## src/rtl/matvec_engine.sv

```systemverilog
// rtl/matvec_engine.sv - Y = A*X engine: serial X load, LANES parallel MACs, stalled SRAM writeback
// Coefficients come from a 1-cycle ROM; results leave one row per accepted write.
module matvec_engine #(
  parameter int XW      = 8,
  parameter int CW      = 14,
  parameter int VEC_LEN = 4,
  parameter int N_ROWS  = 8,
  parameter int LANES   = 4,
  parameter int RAM_AW  = 8,
  parameter int RAM_DW  = 32,
  parameter int SIGNED  = 0,
  localparam int ACC_W  = XW + CW + $clog2(VEC_LEN),
  localparam int G      = N_ROWS / LANES,
  localparam int CAW    = $clog2(G * VEC_LEN)
) (
  input  logic                  clk,
  input  logic                  rst,
  input  logic                  input_load_en,
  input  logic                  valid_input,
  input  logic [XW-1:0]         X_load,
  output logic                  xload_done,
  input  logic                  ALU_en,
  output logic                  ALU_done,
  output logic                  busy,
  output logic [CAW-1:0]        coef_addr,
  input  logic [LANES*CW-1:0]   coef_data,
  input  logic                  ram_ready,
  output logic                  ram_we_n,
  output logic [RAM_AW-1:0]     ram_addr,
  output logic [RAM_DW-1:0]     ram_wdata
);

  localparam int JW  = $clog2(VEC_LEN + 1);
  localparam int XIW = $clog2(VEC_LEN);
  localparam int LW  = (LANES > 1) ? $clog2(LANES) : 1;
  localparam int GW  = (G > 1) ? $clog2(G) : 1;

  typedef enum logic [2:0] {S_IDLE, S_LOAD, S_READY, S_COMPUTE, S_WRITE} state_t;

  state_t           state;
  logic [XW-1:0]    x [VEC_LEN];
  logic [XIW-1:0]   xcnt;
  logic [JW-1:0]    jcnt;
  logic [LW-1:0]    lane;
  logic [GW-1:0]    grp;
  logic [XW-1:0]    x_d;
  logic [ACC_W-1:0] acc [LANES];
  logic [ACC_W-1:0] prod [LANES];
  logic [ACC_W-1:0] acc_nxt [LANES];

  function automatic logic [ACC_W-1:0] ext_x(input logic [XW-1:0] v);
    logic [ACC_W-1:0] r;
    r = {ACC_W{(SIGNED != 0) && v[XW-1]}};
    r[XW-1:0] = v;
    return r;
  endfunction

  function automatic logic [ACC_W-1:0] ext_c(input logic [CW-1:0] v);
    logic [ACC_W-1:0] r;
    r = {ACC_W{(SIGNED != 0) && v[CW-1]}};
    r[CW-1:0] = v;
    return r;
  endfunction

  function automatic logic [RAM_DW-1:0] ext_out(input logic [ACC_W-1:0] v);
    logic [RAM_DW-1:0] r;
    r = {RAM_DW{(SIGNED != 0) && v[ACC_W-1]}};
    r[ACC_W-1:0] = v;
    return r;
  endfunction

  function automatic logic [RAM_AW-1:0] row_addr(input logic [GW-1:0] g, input logic [LW-1:0] l);
    return RAM_AW'(int'(g) * LANES + int'(l));
  endfunction

  // Operands are extended to ACC_W before multiplying, so the truncated
  // product is exact in both unsigned and two's-complement modes.
  always_comb begin
    for (int l = 0; l < LANES; l++) begin
      prod[l]    = ext_x(x_d) * ext_c(coef_data[l*CW +: CW]);
      acc_nxt[l] = acc[l] + prod[l];
    end
  end

  assign busy = (state == S_LOAD) || (state == S_COMPUTE) || (state == S_WRITE);

  always_ff @(posedge clk) begin
    if (rst) begin
      state      <= S_IDLE;
      xcnt       <= '0;
      jcnt       <= '0;
      lane       <= '0;
      grp        <= '0;
      x_d        <= '0;
      for (int i = 0; i < VEC_LEN; i++) x[i] <= '0;
      for (int l = 0; l < LANES; l++) acc[l] <= '0;
      xload_done <= 1'b0;
      ALU_done   <= 1'b0;
      coef_addr  <= '0;
      ram_we_n   <= 1'b1;
      ram_addr   <= '0;
      ram_wdata  <= '0;
    end else begin
      xload_done <= 1'b0;
      ALU_done   <= 1'b0;
      case (state)
        S_IDLE: begin
          if (input_load_en) begin
            state <= S_LOAD;
            xcnt  <= '0;
          end
        end
        S_LOAD: begin
          if (valid_input) begin
            x[xcnt] <= X_load;
            if (xcnt == XIW'(VEC_LEN - 1)) begin
              state      <= S_READY;
              xload_done <= 1'b1;
              xcnt       <= '0;
            end else begin
              xcnt <= xcnt + 1'b1;
            end
          end
        end
        S_READY: begin
          if (input_load_en) begin
            state <= S_LOAD;
            xcnt  <= '0;
          end else if (ALU_en) begin
            state     <= S_COMPUTE;
            grp       <= '0;
            jcnt      <= '0;
            coef_addr <= '0;
            for (int l = 0; l < LANES; l++) acc[l] <= '0;
          end
        end
        S_COMPUTE: begin
          // x_d pairs x[j] with the ROM word for address j, which returns one cycle later.
          if (jcnt != '0) begin
            for (int l = 0; l < LANES; l++) acc[l] <= acc_nxt[l];
          end
          if (jcnt < JW'(VEC_LEN)) x_d <= x[XIW'(jcnt)];
          if (jcnt < JW'(VEC_LEN - 1)) coef_addr <= coef_addr + 1'b1;
          if (jcnt == JW'(VEC_LEN)) begin
            state     <= S_WRITE;
            lane      <= '0;
            ram_we_n  <= 1'b0;
            ram_addr  <= row_addr(grp, '0);
            ram_wdata <= ext_out(acc_nxt[0]);
          end else begin
            jcnt <= jcnt + 1'b1;
          end
        end
        S_WRITE: begin
          if (ram_ready) begin
            if (lane == LW'(LANES - 1)) begin
              ram_we_n <= 1'b1;
              if (grp == GW'(G - 1)) begin
                state    <= S_READY;
                ALU_done <= 1'b1;
              end else begin
                state     <= S_COMPUTE;
                grp       <= grp + 1'b1;
                jcnt      <= '0;
                coef_addr <= coef_addr + 1'b1;
                for (int l = 0; l < LANES; l++) acc[l] <= '0;
              end
            end else begin
              lane      <= lane + 1'b1;
              ram_addr  <= row_addr(grp, lane + 1'b1);
              ram_wdata <= ext_out(acc[lane + 1'b1]);
            end
          end
        end
        default: state <= S_IDLE;
      endcase
    end
  end

endmodule

```

## config.mk

```make
export PLATFORM = sky130hd
export DESIGN_NAME = matvec_engine
export DESIGN_NICKNAME = d
export VERILOG_FILES = /design/src/rtl/matvec_engine.sv
export SDC_FILE = /design/constraint.sdc
export NUM_CORES = 1
export LEC_CHECK = 0
export CAP_MARGIN = 30
export CORE_ASPECT_RATIO = 1.4
export CORE_MARGIN = 2
export CORE_UTILIZATION = 30
export CTS_CLUSTER_DIAMETER = 80
export DETAILED_ROUTE_END_ITERATION = 10
export PLACE_DENSITY = 0.5
export SYNTH_ARGS = -nofsm -noshare
export SYNTH_HDL_FRONTEND = slang
export SYNTH_SLANG_ARGS = --single-unit
```

## constraint.sdc

```tcl
create_clock -name clk -period 8.15 [get_ports clk]
set_input_delay 1.2225 -clock clk [delete_from_list [all_inputs] [get_ports clk]]
set_output_delay 1.2225 -clock clk [all_outputs]
set_load 0.005 [all_outputs]
```

Word level (Yosys, flattened, before mapping):

Memories as Yosys holds them, arrays and structs flattened. A register that Yosys moved wholly into a read port is not among the register bits.
Index checks and enable logic that the tools add are counted.

* bits in registers: 57
* latch bits: 0
* RAM bits: 128
* ROM bits: 0
* input bits: 70
* output and inout port bits: 47
* word-level logic and storage cells: 173
* memories: 2

* $add $sub $neg: 10
* multipliers: 4
* divide/modulo/power cells: 0
* order comparisons: 2
* equal/unequal tests: 21
* shift operators: 0
* mux-type cells: 86
* bitwise operators: 17
* reductions and logical operators: 20

Memories
* acc: depth 4, width 24, rd ports 5, clocked after Yosys merged registers in 0, wr ports 4, line 47 `logic [ACC_W-1:0] acc [LANES];`
* x: depth 4, width 8, rd ports 1, clocked after Yosys merged registers in 1, wr ports 4, line 41 `logic [XW-1:0] x [VEC_LEN];`

Operators by type and width (number)
* 24-bit 2-to-1 mux: 12
* 24-bit by 22-bit adder with 24-bit output: 4
* 32-bit 2-to-1 mux: 3
* 8-bit by 14-bit multiplier with 22-bit output: 4
* 32-bit one-hot mux with 2 select lines: 1
* 3-bit 2-to-1 mux: 18
* 1-bit 2-to-1 mux: 33
* 8-bit 2-to-1 mux: 4
* 7-bit AND reduction: 3
* 3-bit one-hot mux with 3 select lines: 2
* 2-bit != test (second input constant): 8
* 8-bit one-hot mux with 2 select lines: 1
* 3-bit one-hot mux with 5 select lines: 1
* 2-bit 2-to-1 mux: 7
* 1-bit OR: 12
* 2-bit by 1-bit != test with 1-bit output (second input constant): 5
* 2-bit one-hot mux with 2 select lines: 2
* 4-bit AND reduction: 2
* 8-bit OR reduction: 1
* 3-bit by 1-bit adder with 3-bit output (second input constant): 2
* 3-bit by 2-bit == test with 1-bit output (second input constant): 2
* 3-bit == test (second input constant): 2
* 2-bit nonzero test: 3
* 3-bit nonzero test: 2
* other kinds (18): 26

Depth between registers and ports, before layout:

Gate-level depths: netlist of the first run.

* depth after elaboration: 8
* depth in mapped cells: 20
* depth with buffers taken out: 18

Least setup slack after synthesis of the first run:

Ideal clock, no wire load.

* kind: input to register
* start point: input port coef_data[5]
* end point: register ram_wdata[20]
* library setup time: 114 ps
* arrival: 5411 ps
* data required time: 8036 ps
* path slack: 2625 ps
* stages: 17
* path through: and2_1 fa_1 inv_1 fa_1 inv_1 fa_1 inv_1 fa_1 inv_1 ha_1 o21a_1 o21a_1 a41o_1 a221o_1 a31oi_1 xor2_1 a2111oi_0

* longest elaborated chain between the ends: 4

RTL lines
* start, declared: line 26 `input logic [LANES*CW-1:0] coef_data,`
* 8-bit by 14-bit multiplier with 22-bit output: line 80 `prod[l] = ext_x(x_d) * ext_c(coef_data[l*CW +: CW]);`
* 24-bit by 22-bit adder with 24-bit output: line 81 `acc_nxt[l] = acc[l] + prod[l];`
* 32-bit 2-to-1 mux: line 144 `if (jcnt == JW'(VEC_LEN)) begin`
* 32-bit one-hot mux with 2 select lines: line 106 `case (state)`
* end signal, assigned: line 149 `ram_wdata <= ext_out(acc_nxt[0]);`
* end signal, assigned: line 171 `ram_wdata <= ext_out(acc[lane + 1'b1]);`
* end, declared: line 30 `output logic [RAM_DW-1:0] ram_wdata`

No other way between the ends. The select of a mux whose other input is x is not followed.
A chain may end at the register's enable or synchronous reset.

Worst setup path in the final report of the first run:

Same ends and word-level chain as after synthesis.

==> metrics, run 1 <==
R2R Path End=ram_wdata[20]; Worst Path Buf+Inv=5; drc violations=0; Post-CTS Resized=0; layout cell share with drive strength beyond 1=0.0413; DP Wirelength=56.1 mm; pin count of the biggest net entering global routing=63; Setup WS post-layout=2.05 ns; number of synthesized register bits=178; Placed Cells=3,815; post-route ant nets=0; slowest stage delay, CP=0.59 ns; Total GRT Usage=0.173; Die Area=0.0839 sq mm; vias in the first global route=19,661; syn_area_per_cell=8.97 sq um; Max-Slew Margin vs Limit=0.367; hold path endpoint=coef_addr[2]; Fin Setup TNS=0 ns; dpl ws=1.55 ns; Worst-path clk slew=0.08 ns; initial antenna violation count=5; CP Class=input port to flop; core footprint=0.0806 sq mm; Critical Path RT=8.48 ns; RSZ-0062 raised after global routing=no; CTS tree=yes; Layout Cells excl Fill=3,848; Post-synth EDFFs=56; WHS Path Cells=2; Root Buffer=clkbuf_16; ys flop type=dfxtp_1; Mapped Cells=2,729; Worst-Skew Late Latency=0.46 ns; clock skew=0.0187 ns; P_leak=13.0 nW; first-pass GRT wire length=112 mm; CTS buffer count=17; initial drt markers=722; GRT overflow=0; Antenna Cells=0; Hold Crit Start=coef_addr[2]; Async SR Flop Fraction=0; Die Width=245 microns; Netlist cell types=75; Yosys warning count=0; final setup fails=0; CP max FO=8; crit end category=flop; Power Density=79.6 mW/mm^2; status=finished clean; via count=18,091; net total in the final layout=3,400; area grow syn2layout=11.3%; Crit. Startpoint=coef_data[5]; Reg2Reg Launch Point=x_d[6]; max-cap violations=0; fin crit share=0.748; detailed-router iteration count before antenna repair=5; H-tree depth=4; CTS Hold Bufs=0; Period minus WS final=6.10 ns; internal reg-to-reg setup slack=2.42 ns; Arrival @ worst endpoint=6.43 ns; number of port buffers=103; io pins=117; crit start category=input port; routed wire length=69.5 mm; vias per cell=4.70; delay-heaviest family, CP=adder cells; Critical Path Slowest Stage Cell=clkdlybuf4s50_1; CTS sink count=178; post-CTS setup buffer count=0; cells on worst reg2reg path=17; Routed WL per cell=18.1 microns; worst-path cell chain=clkdlybuf4s50_1 -> and2_1 -> fa_1 -> inv_1 -> fa_1 -> inv_1 -> fa_1 -> inv_1 -> fa_1 -> inv_1 -> ha_1 -> o21a_1 -> o21a_1 -> a41o_1 -> a221o_1 -> a31oi_1 -> xor2_1 -> a2111oi_0; worst hold path type=flop to flop; Final Core Density=0.338; Max Clk Rate=164 MHz; Worst Tran Pin Value=0.949 ns; Post-Synthesis Cell Area=0.0245 sq mm; # rows=123; Die Ht=342 microns; gpl congestion=0.813; starting density of the core=0.303; max-slew violation count=0; register area share after synthesis=0.169; Final Hold Vio Count=0; maximum vdd drop=149 uV; CTS Buffer Depth=2
## cell type report
class,instances,area (sq um)
clock inverter,10,118
tap,1062,1330
clock buffer,22,487
fill,8538,53400
inverter,614,2300
timing repair buffer,126,1250
multi-input combinational,1836,17600
sequential,178,4140
## sequential cells by signal (all words and copies together), names as in the netlist
register    count
ALU_done        1
acc            96
coef_addr       3
grp             1
jcnt            3
lane            1
ram_addr        2
ram_wdata      24
ram_we_n        1
state           3
x              32
x_d             8
xcnt            2
xload_done      1
## logic make-up after synthesis
logic type / count (synthesis) / synth area share
DFF: 178 / 0.169
muxes: 35 / 0.0308
xor gates and xnor gates: 64 / 0.0235
AOI/OAI and AO/OA: 365 / 0.0968
adders and majority gates: 557 / 0.398
and+or+nand+nor: 802 / 0.169
buffers and inverters: 727 / 0.114
other: 1 / 0.000153
## worst max-delay path by stage
stage / endpoint / cells after the start
after detailed placement: ram_wdata[20] / 18
after floorplan: ram_wdata[20] / 17
after global placement: ram_wdata[20] / 18
after CTS: ram_wdata[20] / 18
after global routing: ram_wdata[20] / 18
final: ram_wdata[20] / 18
## Yosys cell counts, drive strengths merged (11+ instances only)
| cell | count | area [sq um] |
|---|---|---|
| inv | 614 | 2300 |
| fa | 368 | 7370 |
| and2 | 338 | 2110 |
| nand2 | 256 | 961 |
| ha | 189 | 2360 |
| dfxtp | 122 | 2440 |
| a21oi | 99 | 499 |
| nor2 | 98 | 368 |
| clkbuf | 85 | 319 |
| o21ai | 80 | 404 |
| edfxtp | 56 | 1680 |
| xnor2 | 40 | 350 |
| mux4 | 32 | 721 |
| nor3 | 29 | 145 |
| buf | 28 | 168 |
| a211oi | 27 | 203 |
| a21o | 26 | 195 |
| o22ai | 24 | 150 |
| xor2 | 23 | 201 |
| o21a | 21 | 158 |
| a22oi | 15 | 113 |
| nand3 | 13 | 65.1 |
| nor2b | 12 | 75.1 |
| o21bai | 12 | 90.1 |
| nand2b | 11 | 68.8 |
## cells in the final DEF, fill, tap and decap left out, drive strengths merged, types with 8 or more instances in the layout
master	instances
a211oi	27
a21o	26
a21oi	99
a22oi	15
a311oi	9
a31oi	9
and2	338
and3	8
buf	24
clkbuf	22
clkdlybuf4s50	102
conb	13
dfxtp	122
edfxtp	56
fa	368
ha	189
inv	617
mux4	32
nand2	256
nand2b	11
nand3	13
nor2	98
nor2b	12
nor3	29
o21a	21
o21ai	80
o21bai	12
o22ai	24
xnor2	40
xor2	23
## worst register-to-register path, delay by kind of cell (launching register included)
family	cells	cell delay (ns)
flip-flops	1	0.75
AND/OR/NAND/NOR	1	0.16
XOR/XNOR	1	0.14
adder cells (fa/ha/maj)	5	2.27
AO/OA/AOI/OAI	6	1.66
buffers and inverters	4	0.63
## metal layers
layer	routed length, microns	global-route usage	share of wire
met1	27700	0.203	0.40
met2	37000	0.325	0.53
met3	2560	0.0229	0.037
met4	2240	0.0544	0.032
met5	11	0	0.00016
## where the power goes
part | internal [mW] | switching, mW | total [mW]
registers | 0.927 | 0.0233 | 0.951
logic | 0.141 | 0.214 | 0.355
clock network | 0.467 | 0.398 | 0.865
## per-stage QoR
stage / hold slack, ns / area [sq um] / power, mW
detailed placement: 0.482 / 26600 / 1.33
floorplan: 0.431 / 24500 / 1.18
global placement: 0.472 / 26600 / 1.33
global route: 0.508 / 27300 / 2.28
finish: 0.495 / 27300 / 2.17
CTS: 0.496 / 27200 / 2.20
Note: power is estimated with default switching activity, not from simulation.
==> run 2: changes to the inputs <==
==> constraint.sdc (replaced) <==
create_clock -name clk -period 5.7 [get_ports clk]
set_input_delay 0.855 -clock clk [delete_from_list [all_inputs] [get_ports clk]]
set_output_delay 0.855 -clock clk [all_outputs]
set_load 0.005 [all_outputs]
==> run 2 against run 1 <==
  * Register-to-register slack got worse by 2.1 ns
  * Routed wire length increased by 2.1%
  * First-iteration DRC count is 11% higher
  * Hold slack worse by 0.0050 ns
  * Worst setup slack worse by 1.8 ns
  * Die area is the same
  * Via count is 3.7% higher
  * Sequential share of layout area shrank 1.0 points
  * Global-route usage increased by 0.39 points
  * Clock power increased by 42%
  * Largest power group unchanged
  * Critical path depth is the same
  * Critical endpoint unchanged
  * Clock skew fell by 0.0042 ns
==> metrics, run 2 (synthesis results as in run 1) <==
Comb power frac=0.192 (+0.028); layout cell share with drive strength beyond 1=0.117 (+0.0756); CP max FO=4 (-4); Worst-path clk slew=0.09 ns (about the same); drc violations=0 (unchanged); area grow syn2layout=19.2%; fin crit share=0.964; io pins=117 (unchanged); core footprint=0.0806 sq mm (unchanged); crit start category=input port; Max-Slew Margin vs Limit=0.310 (-0.0571); number of port buffers=103 (unchanged); Die Area=0.0839 sq mm (unchanged); first-pass GRT wire length=114 mm (+2.2%); crit end category=flop; CTS tree=yes; dpl cell area=0.0285 sq mm (+7.2%); dpl ws=-0.392 ns (-1.94 ns); Arrival @ worst endpoint=5.85 ns (-0.58 ns); internal power=2.21 mW (+44%); commonest non-fill, non-tap cells in the layout=inv_1, fa_1, and2_1, nand2_1, buf_4; Regs by FF count=acc x96, x x32, ram_wdata x24; # rows=123 (unchanged); Final Core Density=0.362 (+0.0238); number of flip-flops under the largest register name=96 (unchanged); CP Class=input port to flop; H-tree depth=4 (unchanged); M3 GR Usage=0.0219 (-0.00102); P_leak=14.3 nW (+10%); Period minus WS final=5.49 ns; CTS Hold Bufs=0 (unchanged); switching power=0.996 mW (+57%); initial drt markers=805 (+11%); detailed-router iteration count before antenna repair=5 (unchanged); GRT overflow=0 (unchanged); Tot Pwr=3.20 mW (+47%); Total GRT Usage=0.177 (+0.00389); Die Width=245 microns (unchanged); worst hold path type=flop to flop; Final Hold Vio Count=0 (unchanged); Worst Tran Pin Value=1.03 ns (+0.0810 ns); Clk network pwr share=0.385 (-0.013); CTS sink count=178 (unchanged); Setup WS post-layout=0.207 ns (-1.84 ns); net total in the final layout=3,633 (+6.9%); DP Wirelength=59.6 mm (+6.4%); sequential share of power=0.422 (-0.016); Max Clk Rate=182 MHz; met2 usage=0.334 (+0.00971); gpl congestion=0.840 (+3.3%); vias in the first global route=20,561 (+4.6%); Global Route met1 Usage=0.208 (+0.00550); status=finished clean; post-CTS setup buffer count=0 (unchanged); Net Sw Frac=0.311 (+0.0185); final setup fails=0 (unchanged); Reg with most FFs=acc; design area=0.0292 sq mm (+7.1%); clock skew=0.0145 ns (-0.00420 ns); CTS Buffer Depth=2 (unchanged); Die Ht=342 microns (unchanged); Routed WL per cell=17.4 microns (-3.8%); Critical Path RT=6.06 ns (-2.42 ns); Root Buffer=clkbuf_16; initial antenna violation count=2 (-3); pin count of the biggest net entering global routing=38 (-40%); worst hold slack=0.490 ns (-0.00499 ns); max-cap violations=0 (unchanged); post-route ant nets=0 (unchanged); # fillers=8,446 (-1.1%); max-slew violation count=0 (unchanged); vias per cell=4.60 (-2.3%); maximum vdd drop=220 uV (+48%); starting density of the core=0.303 (unchanged); Power Density=110 mW/mm^2 (+38%); most common cell after layout, fill and taps aside=inv_1; busiest layer in global routing=met2; via count=18,757 (+3.7%); routed wire length=71.0 mm (+2.1%); CTS buffer count=17 (unchanged); Worst-Skew Late Latency=0.47 ns (about the same)
## run 2: cell count changes in the layout (fill, tap and decap cells not counted), sizes merged
cell and change:
buf +233, inv +8, clkdlybuf4s50 -7, dlymetal6s2s +7, clkbuf -5, bufinv -1, clkinv -1, clkinvlp -1
diode +1
## run 2: through the flow
step           std cells  TNS, ns
2_1_floorplan       2741        0
3_3_place_gp        4049    -3.65
3_5_place_dp        4049    -4.25
4_1_cts             4081        0
5_1_grt             4081  -0.0215
6_report            4082        0
## run 2: worst max-delay path: stages
cell and delay (ns):
clkdlybuf4s50_1 0.50, and2_1 0.22, fa_1 0.50, inv_1 0.06
fa_1 0.52, inv_1 0.05, fa_1 0.47, inv_1 0.06
fa_1 0.48, inv_1 0.04, ha_1 0.31, o21a_1 0.19
o21a_1 0.17, a41o_1 0.27, a221o_1 0.37, a31oi_1 0.22
xor2_1 0.16, a2111oi_1 0.41
## run 2: routing by layer
layer | up-vias | part of all wire
li1 | 9039 | -
met1 | 9371 | 0.41
met2 | 277 | 0.54
met3 | 70 | 0.030
met4 | 0 | 0.026
met5 | - | 0
## run 2: final timing paths
check                                endpoint  slack [ns]  cells after the start          from
worst max-delay path            ram_wdata[20]        0.21                     18  coef_data[4]
worst min-delay path             coef_addr[2]        0.49                      2  coef_addr[2]
worst min register to register   coef_addr[2]        0.49                      2  coef_addr[2]
worst max register to register  ram_wdata[20]        0.33                     16        x_d[2]
## run 2: cell type report
cell class / count / area [sq um] / area share
Multi-Input combinational cell: 1836 / 17600 / 0.604
Antenna cell: 1 / 2.50 / 0.0000858
Inverter: 614 / 2300 / 0.0790
Sequential cell: 178 / 4140 / 0.142
Timing Repair Buffer: 359 / 3170 / 0.109
Clock buffer: 17 / 425 / 0.0146
Tap cell: 1062 / 1330 / 0.0455
Clock inverter: 15 / 176 / 0.00605
## run 2: repair_timing
action,in CTS,in global routing
hold endpoints to repair,0,0
endpoints found under the setup margin,0,7
resized for setup,0,11
## run 2: power by group through the flow
| stage | sequential (mW) | clock [mW] | combinational, mW |
|---|---|---|---|
| 2_1_floorplan | 1.36 | 0 | 0.328 |
| 3_3_place_gp | 1.38 | 0 | 0.624 |
| 3_5_place_dp | 1.38 | 0 | 0.624 |
| 4_1_cts | 1.35 | 1.26 | 0.629 |
| 5_1_grt | 1.35 | 1.30 | 0.695 |
| 6_report | 1.35 | 1.23 | 0.615 |
==> run 3: changes to the inputs <==
--- a/config.mk
+++ b/config.mk
@@ -6,12 +6,14 @@
 export NUM_CORES = 1
 export LEC_CHECK = 0
 export CAP_MARGIN = 30
+export CELL_PAD_IN_SITES_DETAIL_PLACEMENT = 1
+export CELL_PAD_IN_SITES_GLOBAL_PLACEMENT = 1
 export CORE_ASPECT_RATIO = 1.4
 export CORE_MARGIN = 2
 export CORE_UTILIZATION = 30
 export CTS_CLUSTER_DIAMETER = 80
 export DETAILED_ROUTE_END_ITERATION = 10
-export PLACE_DENSITY = 0.5
+export PLACE_DENSITY = 0.6
 export SYNTH_ARGS = -nofsm -noshare
 export SYNTH_HDL_FRONTEND = slang
 export SYNTH_SLANG_ARGS = --single-unit
==> run 3 against run 2 <==
  * Global-route usage up 1.3 points
  * Non-clock buffer count fell by 26
  * Routed wire length up 8.9%
  * Clock-buffer cell count did not move
  * Sequential share of layout area increased by 0.14 points
  * Total power down 0.48%
  * Final area decreased by 0.87%
  * Maximum frequency grew 0.24%
  * Sequential cell count unchanged
  * Clock power barely moved
  * Register-to-register slack improved by 0.02 ns
  * Hold slack got worse by 0.010 ns
  * Critical path type unchanged
  * Critical endpoint is now acc[1][20]
==> metrics, run 3 (synthesis results as in run 1) <==
WL met2=42.2 mm (+11%); max-slew violation count=0 (unchanged); Worst Tran Pin Value=0.845 ns (-0.185 ns); layout cell share with drive strength beyond 1=0.111 (-0.00633); CTS tree=yes; Hold Crit Start=acc[2][23]; post-route ant nets=0 (unchanged); CTS Hold Bufs=0 (unchanged); clock skew=0.0195 ns (+0.00509 ns); pin count of the biggest net entering global routing=59 (+55%); most common cell after layout, fill and taps aside=inv_1; initial antenna violation count=6 (+4); Reg2Reg Launch Point=x_d[6]; net total in the final layout=3,607 (-0.72%); Met1 Routed Length=30.4 mm (+4.9%); Final Core Density=0.359 (-0.00315); starting density of the core=0.303 (unchanged); Max-Slew Margin vs Limit=0.435 (+0.125); Final Hold Vio Count=0 (unchanged); Routed WL per cell=19.1 microns (+9.7%); first-pass GRT wire length=124 mm (+8.8%); Power Density=110 mW/mm^2 (+0.40%); Reg with most FFs=acc; P_leak=14.1 nW (-0.88%); worst hold path type=flop to flop; commonest non-fill, non-tap cells in the layout=inv_1, fa_1, and2_1, nand2_1, buf_4; DR top layer=met5; max-cap violations=0 (unchanged); io pins=117 (unchanged); Total GRT Usage=0.191 (+0.0134); vias in the first global route=22,569 (+9.8%); initial drt markers=699 (-13%); Die Area=0.0839 sq mm (unchanged); Max Clk Rate=182 MHz (+0.24%); Worst-path clk slew=0.08 ns (about the same); # fillers=9,474 (+12%); Period minus WS final=5.48 ns (-0.0131 ns); Crit. Startpoint=coef_data[23]; via count=19,395 (+3.4%); CTS Buffer Depth=2 (unchanged); Antenna Cells=0 (-1); dpl cell area=0.0283 sq mm (-0.96%); WL met3=2.72 mm (+29%); GRT overflow=0 (unchanged); Worst-Skew Late Latency=0.47 ns (about the same); number of flip-flops under the largest register name=96 (unchanged); # rows=123 (unchanged); Regs by FF count=acc x96, x x32, ram_wdata x24; CP Class=input port to flop; number of port buffers=103 (unchanged); fin crit share=0.961 (-0.00231); CTS sink count=178 (unchanged); crit end category=flop; Die Width=245 microns (unchanged); Arrival @ worst endpoint=5.80 ns (-0.05 ns); Root Buffer=clkbuf_16; routed wire length=77.3 mm (+8.9%); post-CTS setup buffer count=0 (unchanged); core footprint=0.0806 sq mm (unchanged); Die Ht=342 microns (unchanged); RSZ-0062 raised after global routing=no; status=finished clean; Fin Setup TNS=0 ns (unchanged); Placed Cells=4,023 (-0.64%); detailed-router iteration count before antenna repair=4 (-1); H-tree depth=4 (unchanged); vias per cell=4.78 (+4.1%); crit start category=input port; final setup fails=0 (unchanged); CP max FO=5 (+1); maximum vdd drop=221 uV (+0.26%); CTS buffer count=17 (unchanged); Layout Cells excl Fill=4,055 (-0.66%); Critical Path RT=6.02 ns (-0.04 ns); DP Wirelength=64.1 mm (+7.4%); drc violations=0 (unchanged); design area=0.0289 sq mm (-0.87%); area grow syn2layout=18.2%; gpl congestion=0.852 (+1.4%)
run 3: worst max-delay path, stage by stage:
cell and delay, ns:
clkdlybuf4s50_1 0.58, nand2_1 0.11, fa_1 0.51, inv_1 0.05
fa_1 0.48, fa_1 0.55, inv_1 0.05, fa_1 0.48
inv_1 0.05, ha_1 0.33, a21oi_1 0.21, o21ai_0 0.13
or4_1 0.56, a31oi_2 0.24, mux2_1 0.37, xnor2_1 0.15
o22ai_1 0.09
run 3: metal layers:
layer,up-vias,global-route usage
met1,10047,0.215
met2,271,0.368
met4,2,0.0525
li1,8984,-
met5,-,0
met3,91,0.0287
run 3: power breakdown:
group / internal [mW] / switching, mW / total (mW)
Combinational: 0.273 / 0.343 / 0.616
Clock: 0.590 / 0.629 / 1.22
Sequential: 1.33 / 0.0260 / 1.35
Total: 2.19 / 0.997 / 3.19
run 3: path summary, 6_finish.rpt:
path                                    to  slack [ns]  depth (start not counted)
worst max-delay path            acc[1][20]        0.22                         17
worst min-delay path            acc[2][23]        0.48                          1
worst max register to register  acc[1][21]        0.35                         16
worst min register to register  acc[2][23]        0.48                          1
run 3: through the flow:
| stage | setup slack (ns) | hold WS [ns] | power [mW] |
|---|---|---|---|
| after floorplan | 0.542 | 0.431 | 1.69 |
| after global placement | -0.346 | 0.474 | 1.98 |
| after detailed placement | -0.381 | 0.467 | 2.00 |
| after CTS | 0.0729 | 0.486 | 3.22 |
| after global routing | 0.00717 | 0.525 | 3.33 |
| final | 0.220 | 0.480 | 3.19 |
run 3: cell type report:
cell class                      instances  area, sq um  share of cell area
Clock inverter                         15          159             0.00549
Inverter                              614         2300              0.0797
Timing Repair Buffer                  333         2910               0.100
Clock buffer                           17          425              0.0147
Sequential cell                       178         4140               0.143
Multi-Input combinational cell       1836        17700               0.611
Tap cell                             1062         1330              0.0459
run 3: what timing repair did:
| action | CTS | global route |
|---|---|---|
| gates resized for setup | 1 | 22 |
| pin swaps | 0 | 1 |
| setup endpoints to repair | 1 | 16 |
